<file path="config.mk">
export PLATFORM = sky130hd
export DESIGN_NAME = iterative_shifter
export DESIGN_NICKNAME = d
export VERILOG_FILES = /design/src/rtl/iterative_shifter.sv
export SDC_FILE = /design/constraint.sdc
export NUM_CORES = 1
export LEC_CHECK = 0
export CORE_AREA = 3 3 113 115
export DETAILED_ROUTE_END_ITERATION = 8
export DIE_AREA = 0 0 116 118
export DONT_BUFFER_PORTS = 1
export GPL_ROUTABILITY_DRIVEN = 0
export PLACE_DENSITY_LB_ADDON = 0.25
export SETUP_SLACK_MARGIN = 0.1
export SLEW_MARGIN = 5
export SYNTH_ARGS = -nofsm -noshare
export SYNTH_HDL_FRONTEND = slang
export SYNTH_SLANG_ARGS = --single-unit
</file>
<file path="constraint.sdc">
create_clock -name clock -period 2 [get_ports clock]
set_input_delay 0.4 -clock clock [delete_from_list [all_inputs] [get_ports clock]]
set_output_delay 0.4 -clock clock [all_outputs]
set_load 0.02 [all_outputs]
</file>
<file path="src/rtl/iterative_shifter.sv">
// iterative_shifter: multi-cycle SLL/SRL/SRA unit resolving one shift-amount bit per clock.
// Optional rotate-right for op=11 is enabled by defining ITERATIVE_SHIFTER_ROTATE_EN.
module iterative_shifter #(
   parameter int WIDTH   = 32,
   parameter int SHAMT_W = 5
) (
   input  logic               clock,
   input  logic               reset,
   input  logic               start,
   input  logic [1:0]         op,
   input  logic [WIDTH-1:0]   data_in,
   input  logic [SHAMT_W-1:0] shamt,
   output logic               busy,
   output logic               done,
   output logic [WIDTH-1:0]   result
);

   typedef enum logic [1:0] {
      S_IDLE  = 2'b00,
      S_SHIFT = 2'b01,
      S_DONE  = 2'b10
   } state_t;

   localparam logic [SHAMT_W-1:0] K_LAST = SHAMT_W'(SHAMT_W - 1);
   localparam logic [SHAMT_W-1:0] K_ONE  = SHAMT_W'(1'b1);

   state_t             state_q, state_d;
   logic [SHAMT_W-1:0] k_q, k_d;
   logic [WIDTH-1:0]   work_q, work_d;
   logic [1:0]         op_q, op_d;
   logic [SHAMT_W-1:0] shamt_q, shamt_d;
   logic               sign_q, sign_d;
   logic [WIDTH-1:0]   result_q, result_d;
   logic               busy_q, busy_d;
   logic               done_q, done_d;

   logic [SHAMT_W-1:0] amt_s;
   logic [WIDTH-1:0]   fill_mask_s;
   logic [WIDTH-1:0]   stage_s;
`ifdef ITERATIVE_SHIFTER_ROTATE_EN
   logic [SHAMT_W-1:0] rot_back_s;
`endif

   assign busy   = busy_q;
   assign done   = done_q;
   assign result = result_q;

   // Single 2^k shift stage applied to the working register.
   always_comb begin
      amt_s       = K_ONE << k_q;
      fill_mask_s = ~({WIDTH{1'b1}} >> amt_s);
`ifdef ITERATIVE_SHIFTER_ROTATE_EN
      rot_back_s  = -amt_s;
`endif
      case (op_q)
         2'b00: stage_s = work_q << amt_s;
         2'b01: stage_s = work_q >> amt_s;
         2'b10: begin
            // SRA fill comes from the operand sign captured at start.
            if (sign_q) begin
               stage_s = (work_q >> amt_s) | fill_mask_s;
            end else begin
               stage_s = work_q >> amt_s;
            end
         end
`ifdef ITERATIVE_SHIFTER_ROTATE_EN
         2'b11: stage_s = (work_q >> amt_s) | (work_q << rot_back_s);
`else
         2'b11: stage_s = work_q >> amt_s;
`endif
         default: stage_s = work_q;
      endcase
   end

   // Next-state, datapath and registered-output decode.
   always_comb begin
      state_d  = state_q;
      k_d      = k_q;
      work_d   = work_q;
      op_d     = op_q;
      shamt_d  = shamt_q;
      sign_d   = sign_q;
      result_d = result_q;
      case (state_q)
         S_IDLE, S_DONE: begin
            if (start) begin
               work_d  = data_in;
               op_d    = op;
               shamt_d = shamt;
               sign_d  = data_in[WIDTH-1];
               k_d     = {SHAMT_W{1'b0}};
               state_d = S_SHIFT;
            end else begin
               state_d = S_IDLE;
            end
         end
         S_SHIFT: begin
            // shamt_q is consumed LSB-first, so bit 0 always belongs to stage k.
            if (shamt_q[0]) begin
               work_d = stage_s;
            end else begin
               work_d = work_q;
            end
            shamt_d = shamt_q >> 1'b1;
            if (k_q == K_LAST) begin
               result_d = work_d;
               state_d  = S_DONE;
            end else begin
               k_d = k_q + K_ONE;
            end
         end
         default: state_d = S_IDLE;
      endcase
      busy_d = (state_d == S_SHIFT);
      done_d = (state_d == S_DONE);
   end

   // State and datapath registers with synchronous reset.
   always_ff @(posedge clock) begin
      if (reset) begin
         state_q  <= S_IDLE;
         k_q      <= {SHAMT_W{1'b0}};
         work_q   <= {WIDTH{1'b0}};
         op_q     <= 2'b00;
         shamt_q  <= {SHAMT_W{1'b0}};
         sign_q   <= 1'b0;
         result_q <= {WIDTH{1'b0}};
         busy_q   <= 1'b0;
         done_q   <= 1'b0;
      end else begin
         state_q  <= state_d;
         k_q      <= k_d;
         work_q   <= work_d;
         op_q     <= op_d;
         shamt_q  <= shamt_d;
         sign_q   <= sign_d;
         result_q <= result_d;
         busy_q   <= busy_d;
         done_q   <= done_d;
      end
   end

endmodule
</file>
==> run metrics, run 1 <==
Starting Density 54.6%; Yosys reg bits 81; synth top area cells dfxtp_1 (25%), a21oi_1 (7.7%), nor2_1 (6.3%); Clock Sinks 81; fraction of registers with async set/reset 0%; Num CTS Buffers 9; main combinational cell family by area after synthesis compound AO/OA/AOI/OAI gates; Synth Cell Area 0.00651 mm²; chip height 118 µm; vias in the first global route 10800; Top FF cell, synth dfxtp_1; mux contribution to synthesized area 4.02%; Synth top area share 24.9%; number of flops mapped to enable cells by yosys 0; Mapped Nets 981; die span in x 116 µm; Synth Area in Compound Gates 38.5%; Port Buf Inserts 0; dpl ws -0.502 ns; global-route wire length before repair 65200 µm; grt ovf 1; area leader, netlist dfxtp_1; Stop Error [ERROR GRT-0116] Global routing finished with congestion. Check the congestion regions in the DRC Viewer.; Core Rows 40; clock root buffer clkbuf_16; CTS H-tree depth 3; Stop stage 5_1_grt; largest net degree at the start of global routing 85; clock buffer depth 2; post-synthesis simple-gate area fraction 23.9%; status did not finish; hpwl dp 23000 µm; Post-Synth Adder-Cell Area 0.384%; CTS Hold Bufs 0; post-synthesis cell type count 78; Ys Warns 0; XOR/XNOR share of the synthesized area 0.404%; total global-route track usage 62.5%; mean area per synthesized cell 6.95 µm²; Mapped Cells 937; register area share after synthesis 24.9%; I/O pin cnt 76
[logic make-up after synthesis]
kind of cell | count (synthesis)
adder cells (fa/ha/maj) | 2
buffers and inverters | 114
multiplexers | 24
AND/OR/NAND/NOR | 337
XOR/XNOR | 3
flip-flops | 81
AO/OA/AOI/OAI | 376
[cells in the mapped netlist (6+ instances only)]
master    count
o22ai_1      24
o21ai_0      58
clkbuf_1     61
mux2_2        7
a22oi_1      32
a31oi_1      16
nand3_1      25
a221oi_1      9
o32ai_1       8
nand2b_1      9
nand2_1     109
inv_1         9
nor2_1      110
or3_1         8
buf_2        30
o211ai_1     11
mux2i_1      16
dfxtp_1      81
nor2b_1       9
a211oi_1     30
a21oi_1     100
o221ai_1     13
a221o_1       6
nor3_1       30
o21ai_1       7
o31ai_1       7
a311oi_1      7
[layer usage]
| layer | GRT usage (%) | overflow |
|---|---|---|
| met1 | 64.0 | 0 |
| met2 | 76.1 | 1 |
| met3 | 50.9 | 0 |
| met4 | 55.2 | 0 |
| met5 | 22.4 | 0 |
[through the flow]
stage | cells | instance area [µm²]
CTS | 1249 | 9700
detailed placement | 1195 | 8150
global placement | 1195 | 8150
floorplan | 937 | 6740
[timing repair]
| item | in CTS |
|---|---|
| gates resized for setup | 205 |
| setup buffers | 38 |
| setup endpoints to repair | 68 |
| endpoints found under the hold margin | 0 |
| gates cloned | 1 |
| pin swaps | 75 |
==> run 2, diff against run 1 <==
- CORE_AREA: 3 3 113 115 -> 3 3 132 134
- DIE_AREA: 0 0 116 118 -> 0 0 135 137
- PLACE_DENSITY_LB_ADDON: 0.25 -> 0.15
- SETUP_SLACK_MARGIN: 0.1 -> unset
- clock period: 2 -> 2.6 ns (I/O delays scaled with it)
==> run 2 against run 1 <==
  * The flow now finishes, with violations (design-rule violations)
  * Synthesized cell count is the same
  * Synthesized area stayed put
==> run metrics, run 2 <==
Ys Warns 0; Synth top area share 24.9%; DRT Wirelength 32000 µm; CTS Hold Bufs 0; ant diodes 0; CP Capture Type flip-flop; hpwl dp 23100 µm; I/O pin cnt 76; top sig layer met4; worst clock skew 0.0111 ns; Core Rows 47; antenna viol nets, final 0; die area 0.0185 mm²; crit path cell chain or3_1, buf_12, nor2_2, buf_12, a22oi_1, o21ai_1, nor2_1, a2111oi_0, o21a_1; worst r2r src k_q[4]; area leader, netlist dfxtp_1; fin crit period 2.57 ns; status finished with violations; core area 0.0164 mm²; fraction of registers with async set/reset 0%; f_max 390 MHz; crit path max fanout 33; clock buffer depth 2; Mapped Cells 937; met3 WL 4370 µm; CP Launch Point k_q[4]; vias per inst 7.01; Detailed Routing Iterations Pass 1 9; most common cell in the netlist nor2_1; layout cell share with drive strength beyond 1 18.3%; Yosys reg bits 81; Finished Layout Cells 1177; failing checks design-rule violations; critical path's most frequent cell buf_12; Starting Density 39.7%; clk slew on worst S/H paths 0.07 ns; Crit path required time 2.90 ns; final period utilization 98.7%; filler cell count 1668; Worst setup SP type flip-flop; crit path kind reg -> reg; Clock Sinks 81; WL/cell 27.2 µm; Buffers & Inverters on Critical Path 2; most frequent cells in the layout nor2_1 (109), nand2_1 (107), a21oi_1 (99); post-synthesis cell type count 78; initial antenna violation count 0; DP Cell Count 1159; largest net degree at the start of global routing 85; total global-route track usage 33.7%; global-route wire length before repair 47400 µm; CTS H-tree depth 3; mean area per synthesized cell 6.95 µm²; top cells by count, synth nor2_1 (110), nand2_1 (109), a21oi_1 (100); HP Class in -> reg; vias in the first global route 7623; Worst path max stage delay 0.48 ns; Synth Cell Area 0.00651 mm²; Slew headroom 26.7%; VDD IR max 0.333 mV; Final #Nets 997; register area share after synthesis 24.9%; Via Count 8249; max cap viols 0; RSZ-0062 raised after global routing true; Top FF cell, synth dfxtp_1; Final Hold Viols 0; worst slew pin tran 1.10 ns; Final Max Slew Viols 0; TritonCTS clock tree yes; number of flops mapped to enable cells by yosys 0; PwrDens 516 mW/mm²; die span in x 135 µm; area post-placement 0.00727 mm²; Crit path arrival time 2.86 ns; Num CTS Buffers 9; DR WL met2 12900 µm; Leakage 2.74 nW; Port Buf Inserts 0; most common cell after layout, fill and taps aside nor2_1; CP delay by family, top compound AO/OA/AOI/OAI gates; routed metal-1 wirelength 12200 µm; chip height 137 µm; final setup violation count 0; grt ovf 0; DRC Markers 10; worst skew pair latency 0.36 ns; DRT iter0 DRCs 1813; Mapped Nets 981; synth top area cells dfxtp_1 (25%), a21oi_1 (7.7%), nor2_1 (6.3%); clock root buffer clkbuf_16; slowest CP cell a2111oi_0; Design Area, Final 0.00768 mm²; worst hold start reset; Layout area overhead 18.1%
## run 2: kinds of logic after synthesis
kind of cell             synth area share, %
buffers and inverters                   7.84
AND/OR/NAND/NOR                         23.9
flip-flops                              24.9
XOR/XNOR                               0.404
multiplexers                            4.02
AO/OA/AOI/OAI                           38.5
adder cells (fa/ha/maj)                0.384
## run 2: final timing paths
check | endpoint | slack, ns | cells past startpoint
min reg2reg | sign_q | 0.48 | 2
max reg2reg | result[7] | 0.03 | 9
max | result[7] | 0.03 | 9
min | result[15] | 0.23 | 1
## run 2: metal layers
layer / vias to the layer above / track usage [%]
li1: 3537 / -
met1: 3765 / 43.9
met2: 720 / 48.9
met3: 227 / 11.2
met4: 0 / 18.5
met5: - / 0
## run 2: cell type report
| class | instances | area [µm²] | share of cell area, % |
|---|---|---|---|
| multi-input cells | 742 | 4480 | 58.4 |
| inverters | 10 | 37.5 | 0.488 |
| repair buffers | 109 | 977 | 12.7 |
| well taps | 220 | 275 | 3.58 |
| flip-flops and latches | 81 | 1620 | 21.1 |
| clock inverters | 5 | 57.6 | 0.749 |
| clock buffers | 10 | 229 | 2.98 |
## run 2: per-stage QoR
stage	power (mW)	hold slack, ns	setup TNS [ns]	setup slack (ns)	util, %
after global routing	4.09	0.229	-0.0167	-0.0167	46.8
final	3.96	0.230	0	0.0336	46.8
after CTS	3.86	0.231	0	0.0252	46.0
after global placement	2.61	0.459	0	0.0160	44.3
after floorplan	2.13	0.445	0	0.436	-
after detailed placement	2.60	0.469	-0.0104	-0.0104	44.3
## run 2: what timing repair did
item | CTS | global route
gates resized for setup | 1 | 23
cloned | 0 | 1
pin swaps | 0 | 4
setup endpoints to repair | 1 | 25
buffers inserted | 0 | 2
## run 2: worst reg2reg max path: cells and delay by family (launching register included)
family / cells / cell delay [ns]
simple gates: 3 / 0.79
compound gates: 4 / 0.97
flops: 1 / 0.35
buf+inv: 2 / 0.40
## run 2: where the power goes
group          total, mW  switching (mW)  internal, mW  leakage (nW)
clock network       1.28           0.545         0.737         0.131
logic               1.26           0.789         0.467          1.94
registers           1.42           0.128          1.30         0.661
total               3.96            1.46          2.50          2.74
Power figures use the tool's default switching activity.
==> run 3, diff against run 2 <==
- TNS_END_PERCENT: unset -> 30
==> run 3 against run 2 <==
  * The flow now finishes without violations
  * Critical path depth decreased by 1
  * Utilization shrank 0.33 points
  * Total power is 0.62% lower
  * Die area unchanged
  * First-iteration DRC count is the same
  * Sequential power about the same
  * Flip-flop and latch count unchanged
  * Clock-buffer cell count unchanged
  * Combinational power hardly changed
==> run metrics, run 3 (synthesis gave the netlist of run 2 again) <==
hpwl dp 23100 µm; CTS H-tree depth 3; crit path max fanout 7; die area 0.0185 mm²; Starting Density 39.7%; Via Count 8194; core area 0.0164 mm²; global-route wire length before repair 47400 µm; Layout area overhead 17.2%; GR Util met2 48.9%; TritonCTS clock tree yes; worst clock skew 0.0111 ns; largest net degree at the start of global routing 85; VDD IR max 0.326 mV; R2R setup slack 0.02 ns; Port Buf Inserts 0; HP Class in -> reg; Hold EP result[15]; clk slew on worst S/H paths 0.07 ns; Detailed Routing Iterations Pass 1 9; worst hold start reset; worst skew pair latency 0.36 ns; final setup violation count 0; RSZ-0062 raised after global routing true; total global-route track usage 33.7%; Leakage 2.73 nW; Final Hold Viols 0; clock buffer depth 2; final period utilization 99.3%; WL/cell 27.1 µm; fin crit period 2.58 ns; max cap viols 0; DRT Wirelength 31900 µm; crit path kind reg -> reg; met3 usage 11.2%; GRT busiest layer met2; layout cell share with drive strength beyond 1 17.5%; initial antenna violation count 0; ant diodes 0; worst r2r src k_q[4]; Crit path required time 2.87 ns; Num CTS Buffers 9; number of cells on the worst hold path 1; Final Max Slew Viols 0; Worst setup SP type flip-flop; dpl ws -0.0104 ns; Total Power 3.94 mW; DRT iter0 DRCs 1813; Core Rows 47; Hold WS 0.234 ns; Final #Nets 996; Clock Sinks 81; DRC Markers 0; I/O pin cnt 76; chip height 137 µm; grt ovf 0; worst slew pin tran 1.06 ns; Worst Slack Setup Final 0.0183 ns; die span in x 135 µm; Crit path arrival time 2.85 ns; Slew headroom 29.2%; f_max 387 MHz; vias per inst 6.97; vias in the first global route 7623; most frequent cells in the layout nand2_1 (109), nor2_1 (109), a21oi_1 (99); clock root buffer clkbuf_16; status finished clean; PwrDens 516 mW/mm²; met1 Resource Use GR 43.9%; R2R depth 8; CP Capture Type flip-flop; antenna viol nets, final 0; reg-to-reg endpoint result[13]
## run 3: cell count changes in the layout (fill, tap and decap cells not counted), sizes merged
cell / change
buf: -1
## run 3: report_power, final
part	internal (mW)	switching (mW)	total, mW
Combinational	0.461	0.781	1.24
Clock	0.737	0.536	1.27
Sequential	1.30	0.126	1.42
## run 3: worst max-delay path: stages, from the launching register on
cell and delay (ns):
dfxtp_1 0.35, buf_4 0.17, or4_1 0.58, buf_4 0.20, a211oi_2 0.39, nor3_1 0.11, a211oi_2 0.35, nor3_1 0.12
a211oi_1 0.22
## run 3: worst max-delay path by stage
stage | start | end | slack, ns | cells past startpoint
detailed placement | k_q[1] | work_q[21] | -0.01 | 9
global route | k_q[4] | work_q[9] | -0.08 | 10
floorplan | k_q[1] | result[1] | 0.44 | 10
CTS | k_q[4] | result[0] | 0.03 | 11
global placement | k_q[1] | work_q[21] | 0.02 | 9
finish | k_q[4] | result[13] | 0.02 | 8
## run 3: layout make-up
class	count	area [µm²]
clock buffer	10	229
clock inverter	5	57.6
fill	1675	8780
inverter	10	37.5
multi-input combinational	742	4440
sequential	81	1620
tap	220	275
timing repair buffer	108	970
## run 3: per-stage QoR
stage               util [%]  cells  TNS [ns]  instance area, µm²
floorplan                  -    937         0                6510
global placement        44.3   1159         0                7270
detailed placement      44.3   1159   -0.0104                7270
CTS                     46.0   1174         0                7550
global route            46.5   1176    -0.348                7630
finish                  46.5   1176         0                7630
## run 3: routing by layer
metal / wire length, µm / share of wire (%)
met4: 2400 / 7.5
met1: 11900 / 37
met3: 4630 / 15
met2: 13000 / 41
met5: 0 / 0
## run 3: repair_timing
| action | 4_1_cts | 5_1_grt |
|---|---|---|
| endpoints found under the hold margin | 0 | 0 |
| pin swaps | 0 | 3 |
| hold buffers | 0 | 0 |
| resized for setup | 1 | 13 |
| cloned | 0 | 1 |
| setup endpoints to repair | 1 | 25 |
| setup buffers | 0 | 1 |
